[config.mk]
export PLATFORM = sky130hd
export DESIGN_NAME = md_sequencer_flat
export DESIGN_NICKNAME = d
export VERILOG_FILES = /design/src/rtl/md_sequencer_if.sv /design/src/rtl/md_sequencer.sv /design/src/flat_wrapper.sv
export SDC_FILE = /design/constraint.sdc
export NUM_CORES = 1
export LEC_CHECK = 0
export BUFFER_PORTS_ARGS = -buffer_cell sky130_fd_sc_hd__buf_2
export CORE_MARGIN = 2
export CORE_UTILIZATION = 43
export CTS_CLUSTER_DIAMETER = 40
export DETAILED_ROUTE_END_ITERATION = 10
export HOLD_SLACK_MARGIN = 0.02
export PLACE_DENSITY = 0.92
export SLEW_MARGIN = 20
export SYNTH_ARGS = -nofsm -noshare
export SYNTH_HDL_FRONTEND = slang
export SYNTH_SLANG_ARGS = --single-unit
[constraint.sdc]
create_clock -name clk -period 2 [get_ports clk]
set_input_delay 0.1 -clock clk [delete_from_list [all_inputs] [get_ports clk]]
set_output_delay 0.1 -clock clk [all_outputs]
set_load 0.01 [all_outputs]
[src/rtl/md_sequencer_if.sv]
// ---------------------------------------------------------------------------
// md_sequencer_if
//
// Signal bundle between the multiply/divide sequencer, the control unit and
// the two iterative arithmetic units (multiplier, divider).
//
//   Requests (control unit -> sequencer)
//     mult_start, div_start, div_zero, mf_req, mthi, mtlo, mt_data[31:0]
//   Unit results (units -> sequencer)
//     mult_hi[31:0], mult_lo[31:0], div_hi[31:0] (remainder),
//     div_lo[31:0] (quotient)
//   Sequencer outputs
//     md_init, div_init     one-cycle init pulses to the units
//     hi[31:0], lo[31:0]    architectural Hi/Lo registers
//     busy, done, div0_exc, stall
//
// Modports:
//   master - the environment side (control unit + arithmetic units)
//   slave  - the sequencer itself
// ---------------------------------------------------------------------------
interface md_sequencer_if;

    // Requests from the control unit
    logic        mult_start;
    logic        div_start;
    logic        div_zero;
    logic        mf_req;
    logic        mthi;
    logic        mtlo;
    logic [31:0] mt_data;

    // Results from the arithmetic units
    logic [31:0] mult_hi;
    logic [31:0] mult_lo;
    logic [31:0] div_hi;
    logic [31:0] div_lo;

    // Sequencer outputs
    logic        md_init;
    logic        div_init;
    logic [31:0] hi;
    logic [31:0] lo;
    logic        busy;
    logic        done;
    logic        div0_exc;
    logic        stall;

    modport master (
        output mult_start, div_start, div_zero, mf_req, mthi, mtlo, mt_data,
        output mult_hi, mult_lo, div_hi, div_lo,
        input  md_init, div_init, hi, lo, busy, done, div0_exc, stall
    );

    modport slave (
        input  mult_start, div_start, div_zero, mf_req, mthi, mtlo, mt_data,
        input  mult_hi, mult_lo, div_hi, div_lo,
        output md_init, div_init, hi, lo, busy, done, div0_exc, stall
    );

endinterface

[src/rtl/md_sequencer.sv]
// ---------------------------------------------------------------------------
// md_sequencer
//
// Controller for the shared multiply/divide resource. A start request from
// the control unit launches the selected unit with a one-cycle init pulse,
// the sequencer then counts the unit's iteration cycles and finally commits
// the unit's result into the architectural Hi/Lo registers. mthi/mtlo writes
// are accepted only while idle, and the pipeline is stalled whenever it asks
// for the resource (or for Hi/Lo) while an operation is in flight.
//
// Parameters:
//   MULT_CYCLES  cycles the multiplier needs after init (>= 1)
//   DIV_CYCLES   cycles the divider needs after init (>= 1)
//   CNT_W        iteration counter width, must hold max(MULT_CYCLES,DIV_CYCLES)
//
// Ports:
//   clk    system clock, all state updates on the rising edge
//   reset  synchronous, active-high
//   bus    md_sequencer_if.slave - requests, unit results, Hi/Lo and status
//
// Timing summary for an operation taking N unit cycles:
//   start edge -> N cycles in RUN (init pulse in the first) -> 1 cycle WB
//   -> IDLE with done high for one cycle and the new Hi/Lo visible.
//   busy is therefore high for N+1 cycles.
// ---------------------------------------------------------------------------
module md_sequencer #(
    parameter int MULT_CYCLES = 32,
    parameter int DIV_CYCLES  = 32,
    parameter int CNT_W       = 6
) (
    input  logic            clk,
    input  logic            reset,
    md_sequencer_if.slave   bus
);

    // -----------------------------------------------------------------------
    // Types and constants
    // -----------------------------------------------------------------------
    typedef enum logic [1:0] {
        IDLE = 2'd0,
        RUN  = 2'd1,
        WB   = 2'd2
    } state_t;

    // Operation select doubles as the index into the per-unit tables below.
    localparam int   NUM_UNITS = 2;
    localparam logic OP_MULT   = 1'b0;
    localparam logic OP_DIV    = 1'b1;

    localparam logic [CNT_W-1:0] MULT_LOAD = CNT_W'(MULT_CYCLES);
    localparam logic [CNT_W-1:0] DIV_LOAD  = CNT_W'(DIV_CYCLES);
    localparam logic [CNT_W-1:0] CNT_ZERO  = '0;
    localparam logic [CNT_W-1:0] CNT_ONE   = CNT_W'(1);

    // -----------------------------------------------------------------------
    // State
    // -----------------------------------------------------------------------
    state_t             state_reg,  state_next;
    logic               op_reg,     op_next;
    logic [CNT_W-1:0]   cnt_reg,    cnt_next;
    logic [31:0]        hi_reg,     hi_next;
    logic [31:0]        lo_reg,     lo_next;
    logic               done_reg,   done_next;
    logic               div0_reg,   div0_next;

    // -----------------------------------------------------------------------
    // Per-unit views: load value, result words and init pulse, indexed by op
    // -----------------------------------------------------------------------
    logic [CNT_W-1:0]   unit_load [NUM_UNITS];
    logic [31:0]        unit_hi   [NUM_UNITS];
    logic [31:0]        unit_lo   [NUM_UNITS];
    logic [NUM_UNITS-1:0] init_vec;

    assign unit_load[0] = MULT_LOAD;
    assign unit_load[1] = DIV_LOAD;
    assign unit_hi[0]   = bus.mult_hi;
    assign unit_hi[1]   = bus.div_hi;
    assign unit_lo[0]   = bus.mult_lo;
    assign unit_lo[1]   = bus.div_lo;

    // The counter still holds its load value only in the first RUN cycle,
    // so comparing against it yields exactly one init pulse per operation
    // without a separate "first cycle" flag.
    generate
        for (genvar gi = 0; gi < NUM_UNITS; gi++) begin : g_unit_init
            assign init_vec[gi] = (state_reg == RUN)
                               && (op_reg == 1'(gi))
                               && (cnt_reg == unit_load[gi]);
        end
    endgenerate

    // Result word of the unit that owns the current operation.
    logic [31:0] wb_hi;
    logic [31:0] wb_lo;

    assign wb_hi = unit_hi[op_reg];
    assign wb_lo = unit_lo[op_reg];

    // -----------------------------------------------------------------------
    // Next-state and datapath logic
    // -----------------------------------------------------------------------
    always_comb begin
        state_next = state_reg;
        op_next    = op_reg;
        cnt_next   = cnt_reg;
        hi_next    = hi_reg;
        lo_next    = lo_reg;
        done_next  = 1'b0;
        div0_next  = 1'b0;

        unique case (state_reg)
            IDLE: begin
                // Moves to Hi/Lo are independent of a start on the same
                // edge; a started operation overwrites both at WB anyway.
                if (bus.mthi) begin
                    hi_next = bus.mt_data;
                end
                if (bus.mtlo) begin
                    lo_next = bus.mt_data;
                end

                // Multiply wins over divide; a losing divide is dropped.
                if (bus.mult_start) begin
                    op_next    = OP_MULT;
                    cnt_next   = MULT_LOAD;
                    state_next = RUN;
                end else if (bus.div_start && !bus.div_zero) begin
                    op_next    = OP_DIV;
                    cnt_next   = DIV_LOAD;
                    state_next = RUN;
                end else if (bus.div_start) begin
                    // Divide by zero never occupies the resource: flag the
                    // exception and complete immediately, Hi/Lo untouched.
                    done_next = 1'b1;
                    div0_next = 1'b1;
                end
            end

            RUN: begin
                // Saturate at zero so a corrupted count can never wrap and
                // lock the sequencer in RUN; a count of 0 or 1 ends RUN.
                if (cnt_reg != CNT_ZERO) begin
                    cnt_next = cnt_reg - CNT_ONE;
                end
                if (cnt_reg <= CNT_ONE) begin
                    state_next = WB;
                end
            end

            WB: begin
                hi_next    = wb_hi;
                lo_next    = wb_lo;
                done_next  = 1'b1;
                state_next = IDLE;
            end

            default: begin
                state_next = IDLE;
            end
        endcase
    end

    // -----------------------------------------------------------------------
    // State registers
    // -----------------------------------------------------------------------
    always_ff @(posedge clk) begin
        if (reset) begin
            state_reg <= IDLE;
            op_reg    <= OP_MULT;
            cnt_reg   <= '0;
            hi_reg    <= '0;
            lo_reg    <= '0;
            done_reg  <= 1'b0;
            div0_reg  <= 1'b0;
        end else begin
            state_reg <= state_next;
            op_reg    <= op_next;
            cnt_reg   <= cnt_next;
            hi_reg    <= hi_next;
            lo_reg    <= lo_next;
            done_reg  <= done_next;
            div0_reg  <= div0_next;
        end
    end

    // -----------------------------------------------------------------------
    // Outputs
    // -----------------------------------------------------------------------
    logic busy;

    assign busy = (state_reg != IDLE);

    assign bus.md_init  = init_vec[OP_MULT];
    assign bus.div_init = init_vec[OP_DIV];
    assign bus.hi       = hi_reg;
    assign bus.lo       = lo_reg;
    assign bus.busy     = busy;
    assign bus.done     = done_reg;
    assign bus.div0_exc = div0_reg;

    // Any request that needs the resource or a stable Hi/Lo is held off
    // while an operation is in flight; in IDLE nothing ever stalls.
    assign bus.stall = busy & (bus.mult_start | bus.div_start | bus.mf_req
                             | bus.mthi | bus.mtlo);

endmodule

[src/flat_wrapper.sv]
// flat-port wrapper written by rule: the top's interface ports become plain ports
module md_sequencer_flat 
#(
    parameter int MULT_CYCLES = 32,
    parameter int DIV_CYCLES  = 32,
    parameter int CNT_W       = 6
)
  (clk, reset, bus_mult_start, bus_div_start, bus_div_zero, bus_mf_req, bus_mthi, bus_mtlo, bus_mt_data, bus_mult_hi, bus_mult_lo, bus_div_hi, bus_div_lo, bus_md_init, bus_div_init, bus_hi, bus_lo, bus_busy, bus_done, bus_div0_exc, bus_stall);
  md_sequencer_if bus_i ();
  input  logic clk;
  input  logic reset;
  input wire logic [$bits(bus_i.mult_start)-1:0] bus_mult_start;
  input wire logic [$bits(bus_i.div_start)-1:0] bus_div_start;
  input wire logic [$bits(bus_i.div_zero)-1:0] bus_div_zero;
  input wire logic [$bits(bus_i.mf_req)-1:0] bus_mf_req;
  input wire logic [$bits(bus_i.mthi)-1:0] bus_mthi;
  input wire logic [$bits(bus_i.mtlo)-1:0] bus_mtlo;
  input wire logic [$bits(bus_i.mt_data)-1:0] bus_mt_data;
  input wire logic [$bits(bus_i.mult_hi)-1:0] bus_mult_hi;
  input wire logic [$bits(bus_i.mult_lo)-1:0] bus_mult_lo;
  input wire logic [$bits(bus_i.div_hi)-1:0] bus_div_hi;
  input wire logic [$bits(bus_i.div_lo)-1:0] bus_div_lo;
  output wire logic [$bits(bus_i.md_init)-1:0] bus_md_init;
  output wire logic [$bits(bus_i.div_init)-1:0] bus_div_init;
  output wire logic [$bits(bus_i.hi)-1:0] bus_hi;
  output wire logic [$bits(bus_i.lo)-1:0] bus_lo;
  output wire logic [$bits(bus_i.busy)-1:0] bus_busy;
  output wire logic [$bits(bus_i.done)-1:0] bus_done;
  output wire logic [$bits(bus_i.div0_exc)-1:0] bus_div0_exc;
  output wire logic [$bits(bus_i.stall)-1:0] bus_stall;
  assign bus_i.mult_start = bus_mult_start;
  assign bus_i.div_start = bus_div_start;
  assign bus_i.div_zero = bus_div_zero;
  assign bus_i.mf_req = bus_mf_req;
  assign bus_i.mthi = bus_mthi;
  assign bus_i.mtlo = bus_mtlo;
  assign bus_i.mt_data = bus_mt_data;
  assign bus_i.mult_hi = bus_mult_hi;
  assign bus_i.mult_lo = bus_mult_lo;
  assign bus_i.div_hi = bus_div_hi;
  assign bus_i.div_lo = bus_div_lo;
  assign bus_md_init = bus_i.md_init;
  assign bus_div_init = bus_i.div_init;
  assign bus_hi = bus_i.hi;
  assign bus_lo = bus_i.lo;
  assign bus_busy = bus_i.busy;
  assign bus_done = bus_i.done;
  assign bus_div0_exc = bus_i.div0_exc;
  assign bus_stall = bus_i.stall;
  md_sequencer #(.MULT_CYCLES(MULT_CYCLES), .DIV_CYCLES(DIV_CYCLES), .CNT_W(CNT_W)) u_core (.clk(clk), .reset(reset), .bus(bus_i));
endmodule
-- Word level (Yosys, flattened, before mapping)
Cells that the tools add are included.
- input port bits: 168
- output and inout port bits: 70
- flip-flop bits (word level): 75
- word-level logic and storage cells: 68
- order comparisons: 2
- reductions and logical operators: 18
- eq/ne operators: 8
- bitwise logic cells: 8
- add/sub/neg operators: 1
- mux-type cells: 24
- operators with widths (cell ; count):
    32-bit two-way mux ; 8
    32-bit one-hot mux with 2 select lines ; 2
    6-bit two-way mux ; 3
    6-bit one-hot mux with 2 select lines ; 1
    2-bit inequality test, second input constant ; 4
    2-bit AND reduction ; 4
    2-bit nonzero test ; 4
    6-bit == test, second input constant ; 1
    6-bit by 1-bit less-or-equal comparator with 1-bit output, second input constant ; 1
    2-bit two-way mux ; 3
    6-bit nonzero test ; 1
    6-bit by 1-bit subtractor with 6-bit output, second input constant ; 1
    1-bit logical AND ; 5
    1-bit two-way mux ; 5
    1-bit OR ; 4
    2-bit one-hot mux with 2 select lines ; 1
    3-bit by 2-bit inequality test with 1-bit output, second input constant ; 1
    3-bit AND reduction ; 1
    2-bit by 1-bit == test with 1-bit output, second input constant ; 1
    2-bit == test, second input constant ; 1
    2-bit >= comparator, second input constant ; 1
    2-bit zero test ; 1
    1-bit NOT ; 2
    1-bit NOT with 2-bit output ; 1
    4 further kinds ; 4

-- Logic depth before layout (Yosys ltp)
- depth after elaboration: 5
- mapped depth: 6
- gate-level depth less buffers: 5

-- Least setup slack after synthesis
OpenSTA, ideal clock, no wires.
- path type: register -> register
- start: register u_core.state_reg[0]
- end: register u_core.cnt_reg[5]
- library setup time: 0.074 ns
- path buffers: 1
- arrival time: 1.544 ns
- required time: 1.926 ns
- cell stages (with the launch flop): 5
- path slack: 0.381 ns
- clock period less this slack: 1.619 ns
- path through: dfxtp_1 -> buf_6 -> or4b_4 -> or4b_1 -> a31oi_1
- cells in the longest elaborated chain, start to end: 3
- elaborated cells on any way between the ends: 7
- classes of those cells: 3 x eq/ne; 1 x mux; 3 x reduce/logical
- ends and longest elaborated chain (item ; line ; RTL):
    start, declared ; md_sequencer.sv:58 ; state_t state_reg, state_next;
    start signal, assigned ; md_sequencer.sv:176 ; state_reg <= state_next;
    2-bit by 1-bit == test with 1-bit output or 2-bit zero test (tied branches) ; md_sequencer.sv:111 ; unique case (state_reg)
    2-bit inequality test (no line) (tied with other cells) ; -- ;
    3-bit AND reduction (no line) ; -- ;
    end signal, assigned ; md_sequencer.sv:178 ; cnt_reg <= cnt_next;
    end, declared ; md_sequencer.sv:60 ; logic [CNT_W-1:0] cnt_reg, cnt_next;
Several ways; a longest one is shown, not always the timed one.
A chain may end at the register's enable or synchronous reset.

-- Worst setup path after layout
- start: register u_core.state_reg[1]
- end: register u_core.cnt_reg[5]
Same word-level chain as after synthesis.

==> impl_metrics.py <==
metrics = {
    "worst_setup_path": {
        "crit_fanout": 9,
        "crit_path_max_incr_delay_ns": 0.58,
        "endpoint_kind": "register",
        "path_depth": 3,
        "crit_type": "register to register",
        "worstPathCellList": "or4b_4, or4b_1, a31oi_1",
        "cp_slowest_cell": "or4b_4",
        "cp.arrival_ns": 1.97,
        "critPathLaunchType": "register",
        "cp.required_ns": 2.27,
        "crit_family": "simple AND/OR/NAND/NOR gates",
        "path_buf_inv": 0,
        "r2r_cells": 3,
    },
    "timing": {
        "hold_viol_final": 0,
        "rsz0062_at_grt": "false",
        "fin_crit_sh": 0.848,
        "worst_slew_pin_slew_ns": 0.850,
        "max_freq_mhz": 590,
        "setup_tns_ns": 0,
        "finalMaxSlewViolations": 0,
        "whs_ns": 0.0985,
        "period_needed_ns": 1.70,
        "fin_skew_ns": 0.0107,
        "setup_viol": 0,
        "slew_headroom": 0.433,
    },
    "final_layout": {
        "area_growth_pct": 41.6,
        "multi_input_area_mm2": 0.00210,
        "final_cell_mix": "buf_2, dfxtp_1, nand2_1, mux2i_1, a32o_1",
        "diodes": 0,
        "finalNetCount": 791,
        "fillers": 708,
        "final_common_cell": "buf_2",
        "seqCellArea_mm2": 0.00151,
        "fin_cells": 734,
        "final_cell_area_mm2": 0.00533,
        "drive_above_1_share": 0.484,
    },
    "detailed_routing": {
        "dr.pass1.iters": 5,
        "wl_um": 11900,
        "wl_per_cell_um": 16.3,
        "drt_iter0_markers": 179,
        "drc": 0,
        "vias_per_cell": 5.50,
        "dr_total_vias": 4035,
        "antenna_left": 0,
    },
    "logic_synthesis": {
        "synth_compound_area_frac": 0.214,
        "synth_top_family_by_area": "compound AO/OA/AOI/OAI gates",
        "ys.flop_type": "dfxtp_1",
        "synth_xor_xnor_area_share": 0,
        "syn_inst": 395,
        "synthAdderAreaFrac": 0.00665,
        "yosysWarnings": 0,
        "yosysUniqueCellTypes": 33,
        "syn-cell-area_mm2": 0.00376,
        "async_reset_ff_frac": 0,
        "synth_edf_count": 0,
        "synth-seq-cells": 75,
        "synth_fp_nets": 565,
        "synthMuxAreaShare": 0.170,
        "yosys.area_share.simple": 0.164,
        "avgSynthCellArea_um2": 9.52,
        "yosysSeqAreaShare": 0.399,
    },
    "clock_tree": {
        "postCtsSetupBuffers": 0,
        "clock-root-buffer": "clkbuf_8",
        "clock_sinks": 75,
        "clock_path_buffers": 2,
        "numCtsBuffers": 9,
        "cts_resized": 0,
        "clkSlewWorstSetupHoldPaths_ns": 0.08,
        "htreeDepth": 3,
        "clock_latency_ns": 0.34,
        "cts_tree": "built",
    },
    "floorplanning": {
        "pin_count": 238,
        "coreArea_mm2": 0.00859,
        "fp-row-count": 34,
        "die_w_um": 97.5,
        "die_area_mm2": 0.00951,
        "die_y_um": 97.5,
        "initial_utilization": 0.438,
    },
    "pwr": {
        "leakage_nw": 2.38,
        "design_power_total_mw": 4.34,
        "power_density_mw_per_mm2": 814,
        "ir_drop_mv": 0.412,
    },
    "placed_design": {
        "dpl_cell_area_mm2": 0.00505,
        "place_congestion": 0.870,
        "numPortBuffers": 237,
        "place_inst": 716,
        "dp_hpwl_um": 8910,
    },
    "global_route": {
        "grt_use_total": 0.241,
        "grt-ovfl-total": 0,
        "antenna_found_initial": 0,
        "grt_pass1_wl_um": 18700,
        "grt_max_degree": 97,
        "grt_pass1_vias": 4083,
    },
    "run": {
        "drv_cap": 0,
    },
    "min_path": {
        "hp-class": "primary input to register",
        "holdPathStages": 3,
    },
    "outcome": {
        "status": "finished, final reports clean",
    },
}
[worst register-to-register path: cells and delay by family, from the launching register on]
| kind | cells | cell delay, ns |
|---|---|---|
| flops | 1 | 0.38 |
| compound gates | 1 | 0.16 |
| simple gates | 2 | 1.09 |
[layer usage]
layer  GRT usage  up-vias  share of wire
met5           0        -              0
met4       0.104        0          0.018
met3      0.0518       21          0.078
met2       0.444      196           0.52
met1       0.263     1884           0.39
li1            -     1934              -
[where the power goes]
group / internal, mW / leakage (nW) / switching [mW]
clock network: 0.899 / 0.123 / 0.547
registers: 1.66 / 0.617 / 0.112
logic: 0.538 / 1.64 / 0.579
[final timing paths]
| check | slack, ns | end | start |
|---|---|---|---|
| setup / recovery | 0.30 | u_core.cnt_reg[5] | u_core.state_reg[1] |
| hold / removal | 0.1 | u_core.bus.hi[0] | bus_mt_data[0] |
| setup reg to reg | 0.30 | u_core.cnt_reg[5] | u_core.state_reg[1] |
| hold reg to reg | 0.46 | u_core.bus.lo[30] | u_core.bus.lo[30] |
[cell families (layout without fill, tap and decap cells)]
group / after synthesis / in the layout
buffers and inverters: 41 / 272
flip-flops: 75 / 75
adder cells (fa/ha/maj): 2 / 2
multiplexers: 64 / 64
AND/OR/NAND/NOR: 126 / 126
AO/OA/AOI/OAI: 87 / 87
[timing repair]
action                     4_1_cts  5_1_grt
hold endpoints to repair         2        0
hold buffers                     2        0
setup endpoints to repair        0        0
[layout make-up]
type / count / share of cell area
clock buffers: 12 / 0.0291
clock inverters: 4 / 0.0183
inverters: 6 / 0.00423
multi-input cells: 279 / 0.394
flip-flops and latches: 75 / 0.283
well taps: 108 / 0.0254
repair buffers: 250 / 0.247
[per-stage QoR]
stage / utilization / setup slack, ns
global placement: 0.588 / 0.348
global route: 0.620 / 0.182
detailed placement: 0.588 / 0.305
finish: 0.620 / 0.304
CTS: 0.620 / 0.311
floorplan: - / 0.381
[Yosys cell counts, types with 3 or more instances]
library cell | instances | area share
o21ai_0 | 3 | 0.0040
a211oi_1 | 4 | 0.0080
clkbuf_1 | 24 | 0.024
a32o_1 | 64 | 0.17
nor4_1 | 3 | 0.0050
dfxtp_1 | 75 | 0.40
nor2_1 | 9 | 0.0090
a21oi_1 | 4 | 0.0053
or2_2 | 31 | 0.052
nor3_1 | 5 | 0.0067
inv_1 | 6 | 0.0060
buf_2 | 10 | 0.013
nand2_1 | 66 | 0.066
mux2i_1 | 64 | 0.17
(Power assumes the default switching activity.)
